File: config.mk
export PLATFORM = sky130hd
export DESIGN_NAME = flags_sequencer_flat
export DESIGN_NICKNAME = d
export VERILOG_FILES = /design/src/rtl/flags_sequencer_pkg.sv /design/src/rtl/flags_sequencer_if.sv /design/src/rtl/flags_sequencer_cond_eval.sv /design/src/rtl/flags_sequencer.sv /design/src/flat_wrapper.sv
export SDC_FILE = /design/constraint.sdc
export NUM_CORES = 1
export LEC_CHECK = 0
export ABC_CLOCK_PERIOD_IN_PS = 3200
export BUFFER_PORTS_ARGS = -buffer_cell sky130_fd_sc_hd__buf_4
export CAP_MARGIN = 5
export CORE_MARGIN = 2
export CORE_UTILIZATION = 54
export CTS_CLUSTER_SIZE = 12
export DETAILED_ROUTE_END_ITERATION = 6
export PLACE_DENSITY = 0.81
export SKIP_LAST_GASP = 1
export SYNTH_ARGS = -nofsm -noshare
export SYNTH_HDL_FRONTEND = slang
export SYNTH_SLANG_ARGS = --single-unit
File: constraint.sdc
create_clock -name clk -period 3.2 [get_ports clk]
set_input_delay 0.16 -clock clk [delete_from_list [all_inputs] [get_ports clk]]
set_output_delay 0.16 -clock clk [all_outputs]
set_load 0.03 [all_outputs]
File: src/rtl/flags_sequencer_pkg.sv
// Shared definitions for the flags sequencer: op/cond codes, FSM states,
// flag bit positions and the legal parameter ranges.
package flags_seq_pkg;

    // Operation codes
    localparam logic [2:0] OP_NOP    = 3'b000;
    localparam logic [2:0] OP_CALC   = 3'b001;
    localparam logic [2:0] OP_LOAD   = 3'b010;
    localparam logic [2:0] OP_STORE  = 3'b011;
    localparam logic [2:0] OP_BR     = 3'b100;
    localparam logic [2:0] OP_CALCBR = 3'b101;

    // Branch condition codes
    localparam logic [2:0] COND_ALWAYS = 3'd0;
    localparam logic [2:0] COND_Z      = 3'd1;
    localparam logic [2:0] COND_NZ     = 3'd2;
    localparam logic [2:0] COND_C      = 3'd3;
    localparam logic [2:0] COND_NC     = 3'd4;
    localparam logic [2:0] COND_N      = 3'd5;
    localparam logic [2:0] COND_V      = 3'd6;
    localparam logic [2:0] COND_UGT    = 3'd7;

    // Bit positions inside fout
    localparam int FLAG_N = 0;
    localparam int FLAG_Z = 1;
    localparam int FLAG_C = 2;
    localparam int FLAG_V = 3;

    // Legal parameter ranges
    localparam int STROBE_W_MIN = 1;
    localparam int STROBE_W_MAX = 4;
    localparam int FOUT_LAT_MIN = 0;
    localparam int FOUT_LAT_MAX = 3;

    typedef enum logic [2:0] {
        S_IDLE   = 3'd0,
        S_STROBE = 3'd1,
        S_SETTLE = 3'd2,
        S_EVAL   = 3'd3,
        S_DONE   = 3'd4
    } state_t;

    // Codes 11x have no defined operation
    function automatic logic op_is_illegal(input logic [2:0] op);
        return op[2:1] == 2'b11;
    endfunction

endpackage

File: src/rtl/flags_sequencer_if.sv
// Request/response bundle between the decoder and the flags sequencer.
// Handshake: start is a request pulse that is accepted only on a rising edge
// where the sequencer is in IDLE; op/cond are captured on that same edge.
// There is no ready signal and no queueing: a start seen while busy or in the
// DONE cycle is dropped. Completion is the one-cycle done pulse; take and err
// are valid while done=1 (take is held until the next accept).
interface flags_sequencer_if;
    import flags_seq_pkg::*;

    logic       start;
    logic [2:0] op;
    logic [2:0] cond;
    logic [3:0] fout;
    logic       boutn;
    logic       bloadn;
    logic       calcn;
    logic       busy;
    logic       done;
    logic       take;
    logic       err;
    state_t     dbg_state;

    modport master (
        output start, op, cond, fout,
        input  boutn, bloadn, calcn, busy, done, take, err, dbg_state
    );

    modport slave (
        input  start, op, cond, fout,
        output boutn, bloadn, calcn, busy, done, take, err, dbg_state
    );

endinterface

File: src/rtl/flags_sequencer_cond_eval.sv
// Combinational branch-condition evaluator: maps (cond, fout) to hit.
module flags_cond_eval
    import flags_seq_pkg::*;
(
    input  logic [2:0] cond,
    input  logic [3:0] fout,
    output logic       hit
);

    // Decode the condition against the individual flag bits
    always_comb begin
        hit = 1'b0;
        case (cond)
            COND_ALWAYS: hit = 1'b1;
            COND_Z:      hit = fout[FLAG_Z];
            COND_NZ:     hit = ~fout[FLAG_Z];
            COND_C:      hit = fout[FLAG_C];
            COND_NC:     hit = ~fout[FLAG_C];
            COND_N:      hit = fout[FLAG_N];
            COND_V:      hit = fout[FLAG_V];
            COND_UGT:    hit = fout[FLAG_C] & ~fout[FLAG_Z];
            default:     hit = 1'b0;
        endcase
    end

endmodule

File: src/rtl/flags_sequencer.sv
// Flags register sequencer: one strobe operation per accepted request, with
// optional settle time and branch evaluation. All outputs are registered from
// the next state, so each output reflects the state it is in this cycle.
module flags_sequencer
    import flags_seq_pkg::*;
#(
    parameter int STROBE_W = 1,
    parameter int FOUT_LAT = 1
) (
    input logic         clk,
    input logic         resetn,
    flags_sequencer_if.slave bus
);

    // Counter reload values; FOUT_LAT=0 never enters SETTLE
    localparam logic [1:0] STROBE_LOAD = 2'(STROBE_W - 1);
    localparam logic [1:0] SETTLE_LOAD = 2'((FOUT_LAT > 0) ? (FOUT_LAT - 1) : 0);

    state_t     state, next_state;
    logic [1:0] cnt;
    logic [2:0] op_q, cond_q, op_sel;
    logic       accept, hit;
    logic       boutn_q, bloadn_q, calcn_q, busy_q, done_q, take_q, err_q;
    logic       boutn_d, bloadn_d, calcn_d, take_d, err_d;

    assign accept = (state == S_IDLE) && bus.start;
    // The op register only updates at the accept edge, so use the live op then
    assign op_sel = accept ? bus.op : op_q;

    flags_cond_eval u_cond_eval (
        .cond (cond_q),
        .fout (bus.fout),
        .hit  (hit)
    );

    // Next-state logic
    always_comb begin
        next_state = state;
        case (state)
            S_IDLE: begin
                if (bus.start) begin
                    case (bus.op)
                        OP_CALC, OP_LOAD, OP_STORE, OP_CALCBR: next_state = S_STROBE;
                        OP_BR:                                 next_state = S_EVAL;
                        default:                               next_state = S_DONE;
                    endcase
                end
            end
            S_STROBE: begin
                if (cnt == 2'd0) begin
                    if (op_q == OP_CALCBR) next_state = (FOUT_LAT == 0) ? S_EVAL : S_SETTLE;
                    else                   next_state = S_DONE;
                end
            end
            S_SETTLE: if (cnt == 2'd0) next_state = S_EVAL;
            S_EVAL:   next_state = S_DONE;
            S_DONE:   next_state = S_IDLE;
            default:  next_state = S_IDLE;
        endcase
    end

    // Next values of the registered outputs
    always_comb begin
        boutn_d  = 1'b1;
        bloadn_d = 1'b1;
        calcn_d  = 1'b1;
        take_d   = take_q;
        err_d    = err_q;
        if (next_state == S_STROBE) begin
            case (op_sel)
                OP_CALC, OP_CALCBR: calcn_d  = 1'b0;
                OP_LOAD:            bloadn_d = 1'b0;
                OP_STORE:           boutn_d  = 1'b0;
                default:            ;
            endcase
        end
        if (accept) begin
            take_d = 1'b0;
            err_d  = op_is_illegal(bus.op);
        end else if (state == S_EVAL) begin
            take_d = hit;
        end
    end

    // State register
    always_ff @(posedge clk or negedge resetn) begin
        if (!resetn) state <= S_IDLE;
        else         state <= next_state;
    end

    // Shared down-counter for strobe width and settle time
    always_ff @(posedge clk or negedge resetn) begin
        if (!resetn)                                          cnt <= 2'd0;
        else if (state != S_STROBE && next_state == S_STROBE) cnt <= STROBE_LOAD;
        else if (state != S_SETTLE && next_state == S_SETTLE) cnt <= SETTLE_LOAD;
        else if (cnt != 2'd0)                                 cnt <= cnt - 2'd1;
    end

    // Request capture on accept
    always_ff @(posedge clk or negedge resetn) begin
        if (!resetn) begin
            op_q   <= OP_NOP;
            cond_q <= COND_ALWAYS;
        end else if (accept) begin
            op_q   <= bus.op;
            cond_q <= bus.cond;
        end
    end

    // Output registers
    always_ff @(posedge clk or negedge resetn) begin
        if (!resetn) begin
            boutn_q  <= 1'b1;
            bloadn_q <= 1'b1;
            calcn_q  <= 1'b1;
            busy_q   <= 1'b0;
            done_q   <= 1'b0;
            take_q   <= 1'b0;
            err_q    <= 1'b0;
        end else begin
            boutn_q  <= boutn_d;
            bloadn_q <= bloadn_d;
            calcn_q  <= calcn_d;
            busy_q   <= (next_state != S_IDLE);
            done_q   <= (next_state == S_DONE);
            take_q   <= take_d;
            err_q    <= err_d;
        end
    end

    assign bus.boutn     = boutn_q;
    assign bus.bloadn    = bloadn_q;
    assign bus.calcn     = calcn_q;
    assign bus.busy      = busy_q;
    assign bus.done      = done_q;
    assign bus.take      = take_q;
    assign bus.err       = err_q;
    assign bus.dbg_state = state;

endmodule
File: src/flat_wrapper.sv
// flat-port wrapper written by rule: the top's interface ports become plain ports
module flags_sequencer_flat import flags_seq_pkg::*;
#(
    parameter int STROBE_W = 1,
    parameter int FOUT_LAT = 1
)
  (clk, resetn, bus_start, bus_op, bus_cond, bus_fout, bus_boutn, bus_bloadn, bus_calcn, bus_busy, bus_done, bus_take, bus_err, bus_dbg_state);
  flags_sequencer_if bus_i ();
  input logic clk;
  input logic resetn;
  input wire logic [$bits(bus_i.start)-1:0] bus_start;
  input wire logic [$bits(bus_i.op)-1:0] bus_op;
  input wire logic [$bits(bus_i.cond)-1:0] bus_cond;
  input wire logic [$bits(bus_i.fout)-1:0] bus_fout;
  output wire logic [$bits(bus_i.boutn)-1:0] bus_boutn;
  output wire logic [$bits(bus_i.bloadn)-1:0] bus_bloadn;
  output wire logic [$bits(bus_i.calcn)-1:0] bus_calcn;
  output wire logic [$bits(bus_i.busy)-1:0] bus_busy;
  output wire logic [$bits(bus_i.done)-1:0] bus_done;
  output wire logic [$bits(bus_i.take)-1:0] bus_take;
  output wire logic [$bits(bus_i.err)-1:0] bus_err;
  output wire logic [$bits(bus_i.dbg_state)-1:0] bus_dbg_state;
  assign bus_i.start = bus_start;
  assign bus_i.op = bus_op;
  assign bus_i.cond = bus_cond;
  assign bus_i.fout = bus_fout;
  assign bus_boutn = bus_i.boutn;
  assign bus_bloadn = bus_i.bloadn;
  assign bus_calcn = bus_i.calcn;
  assign bus_busy = bus_i.busy;
  assign bus_done = bus_i.done;
  assign bus_take = bus_i.take;
  assign bus_err = bus_i.err;
  assign bus_dbg_state = bus_i.dbg_state;
  flags_sequencer #(.STROBE_W(STROBE_W), .FOUT_LAT(FOUT_LAT)) u_core (.clk(clk), .resetn(resetn), .bus(bus_i));
endmodule
==> impl_metrics.env <==
export IMPL_outcome="completed"
export IMPL_floorplan_die_height_um=45.1
export IMPL_layout_drive_gt1_share_pct=32.2
export IMPL_rsz0062_at_grt="no"
export IMPL_crit_path_max_fo=8
export IMPL_wl_mm=1.67
export IMPL_numCtsBuffers=3
export IMPL_postSynthNetCount=104
export IMPL_reg2regPathDepth=4
export IMPL_min_delay_path_depth=3
export IMPL_globalRouteOverflowTotal=0
export IMPL_synth_edff_count=0
export IMPL_tritoncts="yes"
export IMPL_setup_total_negative_slack_ns=0
export IMPL_cell_area_after_layout_mm2=0.00111
export IMPL_antenna_diode_count=0
export IMPL_yosysWarnings=0
export IMPL_power_density_mw_per_mm2=956
export IMPL_via_count=698
export IMPL_globalplace_congestion=0.746
export IMPL_layout_area_overhead_vs_synth_pct=22.2
export IMPL_cp_cell_sequence="or4b_1, a21oi_4, nor4bb_2, nand3_1"
export IMPL_wl_cell_um=12.8
export IMPL_setup_violations_final=0
export IMPL_cp_data_arrival_time_ns=1.98
export IMPL_timing_critical_path_buf_inv=0
export IMPL_routed_via_density=5.33
export IMPL_dpl_hpwl_mm=1.29
export IMPL_worst_path_stages=4
export IMPL_leakage_power_summed_over_all_cells_nw=0.537
export IMPL_fin_worst_skew_ns=0.0111
export IMPL_syn_area_um2=912
export IMPL_post_synth_inst_count=90
export IMPL_global_route_usage_total_pct=18.8
export IMPL_drc=0
export IMPL_drt_iter0_markers=5
export IMPL_max_freq_mhz=544
export IMPL_worst_path_max_delay_cell="nor4bb_2"
export IMPL_most_common_flop_cell_mapped_by_yosys="dfrtp_1"
export IMPL_max_stage_delay_ns=0.61
export IMPL_worst_ep_required_time_ns=3.34
export IMPL_synth_lib_cells_used_distinct=31
export IMPL_worst_slew_pin_slew_ns=0.626
export IMPL_core_area_mm2=0.00154
export IMPL_die_x_um=45.1
export IMPL_pin_count_of_the_biggest_net_entering_global_routing=19
export IMPL_ctsLongestPathBuffers=2
export IMPL_critical_path_class="flip-flop to flip-flop"
export IMPL_full_die_area_mm2=0.00203
export IMPL_num_nets_final=130
export IMPL_top_cell_family_by_delay_on_the_critical_path="simple AND/OR/NAND/NOR gates"
export IMPL_portBuffers=22
export IMPL_rows=14
export IMPL_post_route_min_period_ns=1.84
export IMPL_grt_pass1_vias=677
export IMPL_vdd_ir_drop_max_uv=517
export IMPL_global_route_wire_length_before_repair_mm=2.78
export IMPL_clk_latency_ns=0.29
export IMPL_async_flop_share_pct=100
export IMPL_worstHoldPathType="primary input to flip-flop"
export IMPL_setup_worst_path_start_class="flip-flop"
export IMPL_final_max_slew_viol_count=0
export IMPL_max_cap_viol_count=0
export IMPL_fraction_of_the_yosys_area_taken_by_sequential_cells_pct=49.8
export IMPL_clk_transition_reported_paths_ns=0.11
export IMPL_antenna_found_initial=0
export IMPL_finalCritPeriodShare_pct=57.4
export IMPL_initial_core_util_pct=59.2
export IMPL_relSlewSlack_pct=57.7
export IMPL_cts_num_sinks=18
export IMPL_synth_seq_cells=18
export IMPL_ant_nets=0
export IMPL_post_cts_resized=0
export IMPL_design_portCount=23
export IMPL_timing_hold_violations_final=0
export IMPL_critPathCaptureType="flip-flop"
export IMPL_clockRootBuffer="clkbuf_4"
export IMPL_placedInstanceArea_mm2=0.00108
export IMPL_drt_first_pass_iters=4
export IMPL_syn_area_per_cell_um2=10.1
export IMPL_cts_max_level=1
==> kinds of logic (layout without fill, tap and decap cells) <==
kind of cell	count (synthesis)	count (layout)	synth area share [%]
AND/OR/NAND/NOR	44	44	27.0
flip-flops	18	18	49.8
AO/OA/AOI/OAI	16	16	12.6
buffers and inverters	6	31	3.70
multiplexers	4	4	4.53
adder cells (fa/ha/maj)	1	1	1.37
XOR/XNOR	1	1	0.960
==> registers in the layout, summed over array words and instances (netlist names) <==
name / count
u_core.bus.take: 1
u_core.bus.boutn: 1
u_core.cnt: 2
u_core.op_q: 3
u_core.bus.err: 1
u_core.bus.dbg_state: 3
u_core.bus.busy: 1
u_core.bus.calcn: 1
u_core.bus.bloadn: 1
u_core.bus.done: 1
u_core.cond_q: 3
==> layout by cell type (no fill, tap or decap), types with 2 or more instances in the layout <==
cell,instances
clkbuf_4,3
nor2b_1,2
buf_4,22
inv_1,4
o22ai_1,2
o21ai_0,4
nand2_1,21
nor2_1,4
nand3_1,6
a311o_2,2
dfrtp_1,15
a21oi_1,4
dfstp_2,3
mux2i_1,3
nor3b_1,2
==> synth_stat cells (all sizes together) (2+ instances only) <==
master | count | area (µm²)
buf | 2 | 18.8
inv | 4 | 15.0
dfstp | 3 | 78.8
nor2b | 2 | 12.5
nor3b | 2 | 15.0
mux2i | 3 | 30.0
nor2 | 4 | 15.0
o22ai | 2 | 12.5
a21oi | 6 | 45.1
a311o | 2 | 22.5
dfrtp | 15 | 375
o21ai | 4 | 20.0
nand2 | 21 | 78.8
nand3 | 6 | 30.0
==> metal layers <==
layer	part of all wire, %	vias to the layer above	GRT usage [%]
met2	47	20	30.6
met1	46	311	26.0
li1	-	367	-
met5	0	-	0
met3	6.5	0	3.20
met4	0	0	5.29
==> final cells by class <==
class / count / area [µm²]
sequential: 18 / 454
fill: 121 / 427
multi-input combinational: 66 / 424
timing repair buffer: 23 / 175
clock buffer: 4 / 26.3
tap: 16 / 20.0
inverter: 4 / 15.0
==> power breakdown <==
group | switching [mW] | internal, mW
Combinational | 0.316 | 0.227
Clock | 0.0663 | 0.0483
Sequential | 0.0777 | 0.330
Total | 0.460 | 0.606
==> tightest hold or removal path, stage by stage <==
cell,delay (ns)
buf_4,0.08
nand2_1,0.04
nand2_1,0.05
==> per-stage QoR <==
| step | utilization [%] | power [mW] | setup slack, ns | hold slack [ns] | cells |
|---|---|---|---|---|---|
| 6_report | 72.3 | 1.07 | 1.36 | 0.0563 | 131 |
| 5_1_grt | 72.3 | 1.15 | 1.25 | 0.0744 | 131 |
| 4_1_cts | 72.3 | 1.07 | 1.39 | 0.0589 | 131 |
| 3_5_place_dp | 70.0 | 0.958 | 1.43 | 0.0437 | 126 |
| 3_3_place_gp | 70.0 | 0.943 | 1.44 | 0.0411 | 126 |
| 2_1_floorplan | - | 0.814 | 1.53 | -0.136 | 90 |
==> timing repair <==
action,CTS,global route
buffers inserted,0,0
setup endpoints to repair,0,0
hold endpoints to repair,18,0
hold buffers,1,0
==> path summary, 6_finish.rpt <==
check | slack (ns) | endpoint | startpoint
min | 0.06 | u_core.cond_q[1] | bus_cond[1]
max in group asynchronous | 2.67 | u_core.bus.bloadn | resetn
max reg2reg | 1.36 | u_core.bus.busy | u_core.bus.dbg_state[2]
min in group asynchronous | 0.26 | u_core.cond_q[2] | resetn
max | 1.36 | u_core.bus.busy | u_core.bus.dbg_state[2]
min reg2reg | 0.50 | u_core.bus.err | u_core.bus.err
No activity file was read; power rests on OpenSTA's default activity.
